$ cat config.mk
export PLATFORM = sky130hd
export DESIGN_NAME = cpu_bus_sequencer
export DESIGN_NICKNAME = d
export VERILOG_FILES = /design/src/rtl/cpu_bus_sequencer.sv
export SDC_FILE = /design/constraint.sdc
export NUM_CORES = 1
export LEC_CHECK = 0
export BUFFER_PORTS_ARGS = -buffer_cell sky130_fd_sc_hd__buf_4
export CAP_MARGIN = 20
export CORE_MARGIN = 4
export CORE_UTILIZATION = 51
export DETAILED_ROUTE_END_ITERATION = 6
export PLACE_DENSITY_LB_ADDON = 0.12
export SLEW_MARGIN = 20
export SYNTH_ARGS = -nofsm -noshare
export SYNTH_HDL_FRONTEND = slang
export SYNTH_SLANG_ARGS = --single-unit
$ cat constraint.sdc
create_clock -name i_pld_clk -period 3.55 [get_ports i_pld_clk]
set_clock_uncertainty 0.1 [all_clocks]
set_input_delay 0.5325 -clock i_pld_clk [delete_from_list [all_inputs] [get_ports i_pld_clk]]
set_output_delay 0.5325 -clock i_pld_clk [all_outputs]
set_load 0.005 [all_outputs]
$ cat src/rtl/cpu_bus_sequencer.sv
// Command-driven sequencer for the 8-bit CPU datapath: turns WRITE/READ/ALU
// commands into register-file and ALU strobes and returns one response each.
module cpu_bus_sequencer #(
  parameter int DATA_W   = 8,
  parameter int NUM_REGS = 2,
  parameter int OP_W     = 4,
  parameter int RD_WAIT  = 1,
  localparam int IDX_W   = (NUM_REGS > 2) ? $clog2(NUM_REGS) : 1
) (
  input  logic                i_pld_clk,
  input  logic                i_pld_rst,
  input  logic                i_cmd_valid,
  output logic                o_cmd_ready,
  input  logic [1:0]          i_cmd_op,
  input  logic [IDX_W-1:0]    i_cmd_reg,
  input  logic [DATA_W-1:0]   i_cmd_data_a,
  input  logic [DATA_W-1:0]   i_cmd_data_b,
  input  logic [OP_W-1:0]     i_cmd_alu_op,
  input  logic                i_cmd_cin,
  output logic                o_rsp_valid,
  input  logic                i_rsp_ready,
  output logic [DATA_W-1:0]   o_rsp_data,
  output logic                o_rsp_err,
  output logic [NUM_REGS-1:0] o_reg_wrtn,
  output logic [NUM_REGS-1:0] o_reg_rdn,
  output logic [OP_W-1:0]     o_alu_opcode,
  output logic                o_alu_cin,
  output logic                o_alu_sel,
  output logic                o_alu_flag_sel,
  output logic [DATA_W-1:0]   o_bus_data,
  output logic                o_bus_oe,
  input  logic [DATA_W-1:0]   i_bus_data,
  output logic                o_busy
);

  typedef enum logic [3:0] {
    S_IDLE, S_SETUP, S_STROBE, S_HOLD, S_RD, S_REL, S_EXEC1, S_EXEC2, S_RSP
  } state_t;

  localparam logic [NUM_REGS-1:0] ALL_ONE = {NUM_REGS{1'b1}};
  localparam logic [2:0]          RD_LAST = 3'(RD_WAIT);

  function automatic logic [NUM_REGS-1:0] f_strobe(input logic [IDX_W-1:0] idx);
    f_strobe = ~({{(NUM_REGS-1){1'b0}}, 1'b1} << idx);
  endfunction

  state_t              r_state;
  logic                r_is_alu;
  logic                r_phase;
  logic [IDX_W-1:0]    r_idx;
  logic [DATA_W-1:0]   r_data_b;
  logic [OP_W-1:0]     r_op_l;
  logic                r_cin_l;
  logic [2:0]          r_cnt;
  logic                r_rsp_valid;
  logic [DATA_W-1:0]   r_rsp_data;
  logic                r_rsp_err;
  logic [NUM_REGS-1:0] r_wrtn;
  logic [NUM_REGS-1:0] r_rdn;
  logic [OP_W-1:0]     r_alu_opcode;
  logic                r_alu_cin;
  logic                r_alu_sel;
  logic [DATA_W-1:0]   r_bus_data;
  logic                r_bus_oe;

  logic w_cmd_ready;
  logic w_accept;
  logic w_err;

  // The register index is only meaningful for WRITE and READ.
  assign w_cmd_ready = (r_state == S_IDLE) && !r_rsp_valid;
  assign w_accept    = i_cmd_valid && w_cmd_ready;
  assign w_err       = (i_cmd_op == 2'b11) ||
                       ((i_cmd_op != 2'b10) && (32'(i_cmd_reg) >= NUM_REGS));

  // Sequencer state and all registered strobe / response outputs.
  always_ff @(posedge i_pld_clk) begin
    if (i_pld_rst) begin
      r_state      <= S_IDLE;
      r_is_alu     <= 1'b0;
      r_phase      <= 1'b0;
      r_idx        <= {IDX_W{1'b0}};
      r_data_b     <= {DATA_W{1'b0}};
      r_op_l       <= {OP_W{1'b0}};
      r_cin_l      <= 1'b0;
      r_cnt        <= 3'd0;
      r_rsp_valid  <= 1'b0;
      r_rsp_data   <= {DATA_W{1'b0}};
      r_rsp_err    <= 1'b0;
      r_wrtn       <= ALL_ONE;
      r_rdn        <= ALL_ONE;
      r_alu_opcode <= {OP_W{1'b0}};
      r_alu_cin    <= 1'b0;
      r_alu_sel    <= 1'b0;
      r_bus_data   <= {DATA_W{1'b0}};
      r_bus_oe     <= 1'b0;
    end else begin
      case (r_state)
        S_IDLE: begin
          if (w_accept) begin
            r_idx    <= i_cmd_reg;
            r_data_b <= i_cmd_data_b;
            r_op_l   <= i_cmd_alu_op;
            r_cin_l  <= i_cmd_cin;
            r_phase  <= 1'b0;
            r_cnt    <= 3'd0;
            if (w_err) begin
              r_state     <= S_RSP;
              r_rsp_valid <= 1'b1;
              r_rsp_err   <= 1'b1;
              r_rsp_data  <= {DATA_W{1'b0}};
            end else if (i_cmd_op == 2'b01) begin
              r_state <= S_RD;
              r_rdn   <= f_strobe(i_cmd_reg);
            end else begin
              // ALU commands start as a WRITE of operand A to register 0.
              r_state    <= S_SETUP;
              r_is_alu   <= (i_cmd_op == 2'b10);
              r_bus_oe   <= 1'b1;
              r_bus_data <= i_cmd_data_a;
              if (i_cmd_op == 2'b10) begin
                r_idx <= {IDX_W{1'b0}};
              end
            end
          end
        end
        S_SETUP: begin
          r_wrtn  <= f_strobe(r_idx);
          r_state <= S_STROBE;
        end
        S_STROBE: begin
          r_wrtn  <= ALL_ONE;
          r_state <= S_HOLD;
        end
        S_HOLD: begin
          if (r_is_alu && !r_phase) begin
            r_phase    <= 1'b1;
            r_idx      <= IDX_W'(1'b1);
            r_bus_data <= r_data_b;
            r_state    <= S_SETUP;
          end else if (r_is_alu) begin
            r_bus_oe       <= 1'b0;
            r_alu_sel      <= 1'b1;
            r_alu_opcode   <= r_op_l;
            r_alu_cin      <= r_cin_l;
            r_state        <= S_EXEC1;
          end else begin
            r_bus_oe    <= 1'b0;
            r_rsp_valid <= 1'b1;
            r_rsp_err   <= 1'b0;
            r_rsp_data  <= {DATA_W{1'b0}};
            r_state     <= S_RSP;
          end
        end
        S_RD: begin
          if (r_cnt == RD_LAST) begin
            r_rsp_data <= i_bus_data;
            r_rdn      <= ALL_ONE;
            r_state    <= S_REL;
          end else begin
            r_cnt <= r_cnt + 3'd1;
          end
        end
        S_REL: begin
          r_rsp_valid <= 1'b1;
          r_rsp_err   <= 1'b0;
          r_state     <= S_RSP;
        end
        S_EXEC1: r_state <= S_EXEC2;
        S_EXEC2: begin
          r_rsp_data  <= i_bus_data;
          r_alu_sel   <= 1'b0;
          r_rsp_valid <= 1'b1;
          r_rsp_err   <= 1'b0;
          r_state     <= S_RSP;
        end
        S_RSP: begin
          if (i_rsp_ready) begin
            r_rsp_valid <= 1'b0;
            r_rsp_err   <= 1'b0;
            r_rsp_data  <= {DATA_W{1'b0}};
            r_state     <= S_IDLE;
          end
        end
        default: r_state <= S_IDLE;
      endcase
    end
  end

  assign o_cmd_ready    = w_cmd_ready;
  assign o_rsp_valid    = r_rsp_valid;
  assign o_rsp_data     = r_rsp_data;
  assign o_rsp_err      = r_rsp_err;
  assign o_reg_wrtn     = r_wrtn;
  assign o_reg_rdn      = r_rdn;
  assign o_alu_opcode   = r_alu_opcode;
  assign o_alu_cin      = r_alu_cin;
  assign o_alu_sel      = r_alu_sel;
  assign o_alu_flag_sel = r_alu_sel;
  assign o_bus_data     = r_bus_data;
  assign o_bus_oe       = r_bus_oe;
  assign o_busy         = (r_state != S_IDLE);

endmodule
== Yosys cells after proc, flatten, opt, wreduce, memory -nomap -nowiden ==
Index checks and enable logic that the tools add are counted.
Operators by class
  add/sub/neg operators: 1
  eq/ne operators: 24
  shift-type cells: 2
  mux-type cells: 54
  bitwise gates (word level): 5
  reductions and logical operators: 26
Operators with widths (count)
  8-bit two-way mux: 10
  8-bit case mux with 5 select lines: 1
  4-bit case mux with 8 select lines: 1
  4-bit two-way mux: 6
  2-bit inequality test, second input constant: 11
  1-bit two-way mux: 19
  4-bit by 3-bit == test with 1-bit output, second input constant: 4
  8-bit case mux with 2 select lines: 1
  3-bit AND reduction: 5
  5-bit AND reduction: 3
  3-bit two-way mux: 3
  4-bit by 2-bit == test with 1-bit output, second input constant: 2
  2-bit two-way mux: 4
  1-bit case mux with 2 select lines: 4
  1-bit case mux with 4 select lines: 2
  2-bit case mux with 2 select lines: 2
  2-bit nonzero test: 4
  4-bit nonzero test: 2
  7-bit AND reduction: 1
  3-bit case mux with 2 select lines: 1
  6-bit AND reduction: 1
  5-bit nonzero test: 1
  2-bit == test, second input constant: 2
  4-bit by 1-bit == test with 1-bit output, second input constant: 1
  other kinds (14): 21
Word-level totals
  flip-flop bits (word level): 52
  bits of input ports: 36
  output and inout bits: 32
  logic and storage cells: 130

== Depth between registers and ports, before layout ==
Gate-level depths: netlist of the first run.
  word-level depth: 6
  depth in mapped cells: 7
  gate-level depth less buffers: 6

== Worst setup path before layout of the first run ==
Ideal clock, no wire load.
  path kind: reg2out
  from: reg r_state[0]
  to: out o_cmd_ready
  data arrival time: 1.154 ns
  required time: 2.917 ns
  path slack: 1.764 ns
  cell stages (with the launch flop): 5
  path buffers: 1
  cell sequence: dfxtp_1 -> buf_6 -> nor4_4 -> inv_1 -> nor2_1
On the way
  longest elaborated chain between the ends: 2
Ends and longest elaborated chain
  start, declared: line 47  | state_t r_state;
  start signal, assigned: line 79  | r_state <= S_IDLE;
  start signal, assigned: line 108  | r_state <= S_RSP;
  start signal, assigned: line 113  | r_state <= S_RD;
  4-bit logical NOT: line 71  | assign w_cmd_ready = (r_state == S_IDLE) && !r_rsp_valid;
  1-bit logical AND: line 71
  end, declared: line 13  | output logic o_cmd_ready,
No other way between the ends.

== Worst setup path after layout of the first run ==
  from: reg r_state[2]
  to: out o_cmd_ready
Same word-level chain as after synthesis.

==> results of run 1 <==
per-layer routing:
| metal | track usage [%] | vias up | wire length [microns] |
|---|---|---|---|
| met5 | 0 | - | 0 |
| met4 | 7.34 | 0 | 95 |
| met3 | 4.36 | 10 | 330 |
| met2 | 30.7 | 55 | 2730 |
| met1 | 27.4 | 1008 | 2610 |
| li1 | - | 1105 | - |
critical path, stage by stage (launching register included):
cell,delay [ns]
dfxtp_1,0.55
nor4_4,0.59
inv_1,0.18
nor2_1,0.12
buf_4,0.12
cells by family after synthesis:
logic type	count (synthesis)
and+or+nand+nor	129
muxes	14
DFF	52
adders and majority gates	2
xor gates and xnor gates	3
buffers and inverters	28
AOI/OAI and AO/OA	59
report_power, final:
part	switching [mW]	internal, mW	total, mW	leakage, nW
clock	0.214	0.145	0.359	0.0463
combinational	0.229	0.217	0.446	0.744
sequential	0.0751	0.647	0.722	0.424
total	0.518	1.01	1.53	1.21
through the flow:
| stage | instance area [sq um] | total power, mW | setup WS, ns |
|---|---|---|---|
| 2_1_floorplan | 2510 | 1.04 | 1.76 |
| 3_3_place_gp | 2980 | 1.17 | 1.20 |
| 3_5_place_dp | 2980 | 1.18 | 1.12 |
| 4_1_cts | 3080 | 1.54 | 1.05 |
| 5_1_grt | 3080 | 1.62 | 0.787 |
| 6_report | 3080 | 1.53 | 1.04 |
layout by cell type (no fill, tap or decap), drive strengths merged, types with 4 or more instances in the layout:
cell type  synthesis  final
nor4               4      4
nor2b             16     16
a21oi             24     24
mux2i             14     14
nor3              25     25
inv                6      7
nand2             51     51
dfxtp             52     52
a221oi             8      8
clkbuf            10      5
buf               12     67
nor2              13     13
o21a               4      4
o21ai             10     10
worst max-delay path by stage:
stage	start	endpoint	slack, ns	cells after the start
after floorplan	r_state[0]	o_cmd_ready	1.76	4
after global placement	r_state[1]	o_bus_data[5]	1.20	4
after detailed placement	r_state[1]	o_bus_data[3]	1.12	4
after CTS	r_state[2]	o_cmd_ready	1.05	4
after global routing	r_state[1]	o_bus_data[7]	0.79	4
final	r_state[2]	o_cmd_ready	1.04	4
flip-flops by register name, summed over array words and instances, names as in the netlist:
name / flops
o_bus_data: 8
o_rsp_data: 8
r_data_b: 8
o_alu_opcode: 4
r_op_l: 4
r_state: 4
r_cnt: 3
o_reg_rdn: 2
o_reg_wrtn: 2
o_alu_cin: 1
o_alu_flag_sel: 1
o_bus_oe: 1
o_rsp_err: 1
o_rsp_valid: 1
r_cin_l: 1
r_idx: 1
r_is_alu: 1
r_phase: 1
cell type report:
type | count | area [sq um]
repair buffers | 67 | 503
clock buffers | 5 | 68.8
well taps | 67 | 83.8
clock inverters | 3 | 27.5
multi-input cells | 207 | 1330
fillers | 446 | 1680
flip-flops and latches | 52 | 1040
inverters | 6 | 22.5
==> results.md, run 1 <==
- Cell Area, Synth: between 2000 and 3000 sq um
- Resized Gates After CTS: 0
- Hpwl dp: 4.13 mm
- Number of library cell types mapped by synthesis: 48
- Initial core utilization: 52.8%
- Post-synthesis mux area share: under 10%
- Simple-gate portion of the synthesized area: between 20% and 30%
- RR Endpoint: o_bus_data[1]
- Postcts setup bufs: 0
- Crit path DAT: 1.88 ns
- DR vias: 2178
- Antenna violations before repair: 0
- DRT Pass-1 Iters: 4
- Mapped Cells: 287
- Num ports: 68
- Vias in the first global route: ~2000
- Ys flop type: dfxtp_1
- Max Freq: 0.398 GHz
- Post-synthesis compound-gate area fraction: 16.3%
- Worst vdd ir: around 260 uV
- Total wire length: 5.77 mm
- First-pass GRT wire length: 9.78 mm
- PwrDens: 496 nW/um^2
- Ranking of synthesized cells by area: dfxtp_1 41%, nand2_1 7.6%, mux2i_1 5.6%
- Area leader, netlist: dfxtp_1
- Post-DRT Antenna Nets: 0
- Worst r2r src: r_state[1]
- Hold Path End: r_op_l[2]
- Share of layout cells above drive strength 1: a little over a quarter
- IO buf count: 67
- Slew Limit Fails: 0
- Antenna cell count: 0
- Unrepaired setup endpoints after global routing: false
- CTS clock-pin slew for the worst setup and hold paths: 0.10 ns
- Final core utilization: 64.8%
- Yosys Warn Count: 0
- TritonCTS Buffers: 5
- CTS tree: yes
- Worst Reg2Reg Path Length in Cells: 4
- Period utilization: 70.7%
- Die area: 6110 sq um
- Synth Register Bits: 52
- Area of the core: between 4000 and 5000 sq um
- Asr flop ratio synth: 0%
- Final setup viols: 0
- Xor and xnor area share after synthesis: 1.05%
- Area grow syn2layout: 22.7%
- WHS: 0.354 ns
- Hold Path Origin: i_cmd_alu_op[2]
- 1st-iter DRT viols: 211
- Number of synthesized flops with an enable pin: 0
- Clk Latency, worst-skew pair: 0.31 ns
- Setup crit end kind: output port
- Wire per inst: 14.2 microns
- Gr usage total: 19.9%
- Status: complete, no violations
- Crit Path Class: register to output port
- Pleak: 1.21 nW
- Setup TNS: 0 ns
- HP Class: input pin to register
- Finished Layout Cells: 407
- Num rows: 25
- Root buffer cell: clkbuf_8
- Post-synthesis adder-cell area fraction: 0.998%
- Yosys top cell area share: between 40% and 50%
- Routed vias/inst: 5.35
- Largest family of logic cells by synthesized area: simple AND/OR/NAND/NOR gates
- Worst slew margin: a little under half
- RD Place Congestion: between 0.8 and 0.9
- GR Overflow Total: 0
- Max clock buf depth: 2
- Die X: approximately 78 microns
- Final hold violation count: 0
- Max-Cap Viols: 0
- CTS Hold Bufs: 0
- Worst-Margin Slew: 0.780 ns
- Seq/Total Area, Yosys: 41.5%
- H-Tree Level Count: 2
- Die height: just under 80 microns
- Nets: 377
- Post-synth net total: roughly 330
- Syn Area/Cell: 8.74 sq um
- Pin count of the biggest net entering global routing: 39
- Startpoint Class: register
- Tmin final: 2.51 ns
- Hold path cells: 3
- Most instantiated cells after synthesis: 52 x dfxtp_1, 51 x nand2_1, 23 x a21oi_1
- Req. time, crit path: 2.92 ns
- Sink Count: 52
- DRC Markers: 0
- Count leader, synth: dfxtp_1
- Reg2Reg Setup Slack: around 1.1 ns
- DP Cell Count: 399
- Worst Path Max Fanout: 17
No activity file was read; power rests on OpenSTA's default activity.
==> inputs of run 2 (changes only) <==
==> constraint.sdc (replaced) <==
create_clock -name i_pld_clk -period 2.5 [get_ports i_pld_clk]
set_clock_uncertainty 0.1 [all_clocks]
set_input_delay 0.375 -clock i_pld_clk [delete_from_list [all_inputs] [get_ports i_pld_clk]]
set_output_delay 0.375 -clock i_pld_clk [all_outputs]
set_load 0.005 [all_outputs]
==> run 2 against run 1 <==
Cell count rose by 1.5%; total power rose by 43%; sequential share of layout area fell by 0.49 points; routed wire length fell by 0.57%; final area rose by 1.5%; critical endpoint unchanged; global-route usage fell by 0.33 points; clock power rose by 40%; sequential power rose by 41%; largest cell class unchanged; clock-buffer cell count rose by 1; highest routed layer unchanged; worst setup slack got worse by 0.87 ns; hold slack got worse by 0.15 ns; flip-flop and latch count did not move.
==> results.md, run 2 (synthesis results as in run 1) <==
- Status: complete, no violations
- Initial core utilization: between 50% and 60%
- Final hold violation count: 0
- First-pass GRT wire length: 9.70 mm
- Gr usage total: 19.6%
- Net Switching: a little over 700 uW
- Switching Fraction: 32.6%
- Vias in the first global route: 2089
- TritonCTS Buffers: 5
- Wire per inst: approximately 14 microns
- Most frequent cells in the layout: 73 x buf_4, 52 x dfxtp_1, 51 x nand2_1, 23 x a21oi_1, 20 x nor3_1
- Final setup viols: 0
- RD Place Congestion: 0.854
- Routed vias/inst: approximately 5.4
- Antenna cell count: 0
- Pleak: around 1.3 nW
- DR vias: 2217
- Final WS setup: ~0.17 ns
- Worst path max stage delay: 0.58 ns
- Worst-Margin Slew: 0.814 ns
- Die height: 78.1 microns
- Critical path, cell by cell: nor4_4 > inv_1 > nor2_1 > buf_4
- Post-DRT Antenna Nets: 0
- Period utilization: 93.0%
- Slew Limit Fails: 0
- Resized Gates After CTS: 0
- Pin count of the biggest net entering global routing: 39
- Share of layout cells above drive strength 1: 28.0%
- Die X: 78.1 microns
- 1st-iter DRT viols: just over 200
- Tmin final: 2.33 ns
- CTS Hold Bufs: 0
- DRT Pass-1 Iters: 4
- Root buffer cell: clkbuf_8
- Placed instance area: 3030 sq um
- Num rows: 25
- Max Freq: 0.430 GHz
- Cell Int Power: 1.47 mW
- PwrDens: about 700 nW/um^2
- Num ports: 68
- Total wire length: between 5 and 6 mm
- Sink Count: 52
- Comb pwr share: 30.2%
- Sequential fraction of design power: 46.8%
- Place WS: 0.307 ns
- H-Tree Level Count: 2
- Req. time, crit path: 2.03 ns
- Max-Cap Viols: 0
- Most common cell after layout, fill and taps aside: buf_4
- GR Overflow Total: 0
- Postcts setup bufs: 0
- Hpwl dp: approximately 4.1 mm
- Setup TNS: 0 ns
- Final Cell Area: around 3100 sq um
- Clk pwr share: 23.0%
- Startpoint Class: register
- Area of the core: 4750 sq um
- Slowest CP cell: dfxtp_1
- Area grow syn2layout: 24.5%
- HP Class: input pin to register
- Clk Latency, worst-skew pair: 0.30 ns
- Die area: about 6100 sq um
- IO buf count: 67
- Setup crit end kind: output port
- Antenna violations before repair: 0
- Worst vdd ir: 402 uV
- Crit Path Class: register to output port
- Unrepaired setup endpoints after global routing: false
- DRC Markers: 0
- CTS tree: yes
- Max clock buf depth: 2
- CTS clock-pin slew for the worst setup and hold paths: around 0.090 ns
- Nets: 383
- Worst Path Max Fanout: 20
- Worst slew margin: 45.6%
- Final core utilization: 65.7%
- Crit path DAT: 1.85 ns
[run 2: changes by cell type in the layout (fill, tap and decap cells not counted), sizes merged]
cell and change:
buf +6, clkbuf +1, clkinvlp -1
[run 2: worst max-delay path: cells and delay by family (launching register included)]
kind          cells  cell delay [ns]
simple gates      2             0.67
buf+inv           2             0.29
flops             1             0.58
[run 2: layout make-up]
| type | count | area, sq um |
|---|---|---|
| inverters | 6 | 22.5 |
| well taps | 67 | 83.8 |
| clock inverters | 2 | 13.8 |
| multi-input cells | 207 | 1330 |
| fillers | 430 | 1630 |
| repair buffers | 73 | 548 |
| flip-flops and latches | 52 | 1040 |
| clock buffers | 6 | 82.6 |
[run 2: final timing paths]
path,startpoint,to,slack (ns),cells past startpoint
setup / recovery,r_state[0],o_cmd_ready,0.17,4
hold / removal,i_cmd_alu_op[1],r_op_l[1],0.21,3
setup reg to reg,r_state[0],o_bus_data[2],0.22,5
hold reg to reg,r_op_l[1],r_op_l[1],0.36,2
[run 2: routing by layer]
layer  GRT usage (%)  vias to the layer above  wire length, microns
met3            4.47                        6                   376
met5               0                        -                     0
li1                -                     1120                     -
met2            31.5                       61                  2670
met1            26.8                     1030                  2630
met4            4.72                        0                    59
[run 2: through the flow]
step                      total power, mW  hold WS, ns  instances
final                                2.18        0.206        413
after global routing                 2.32        0.198        413
after CTS                            2.20        0.198        413
after detailed placement             1.70        0.348        405
after global placement               1.69        0.343        405
after floorplan                      1.48        0.336        287
[run 2: power by group through the flow]
stage,logic [mW],registers [mW],clock network [mW]
after floorplan,0.497,0.986,0
after global placement,0.655,1.03,0
after detailed placement,0.658,1.04,0
after CTS,0.663,1.02,0.520
after global routing,0.734,1.03,0.552
final,0.659,1.02,0.502
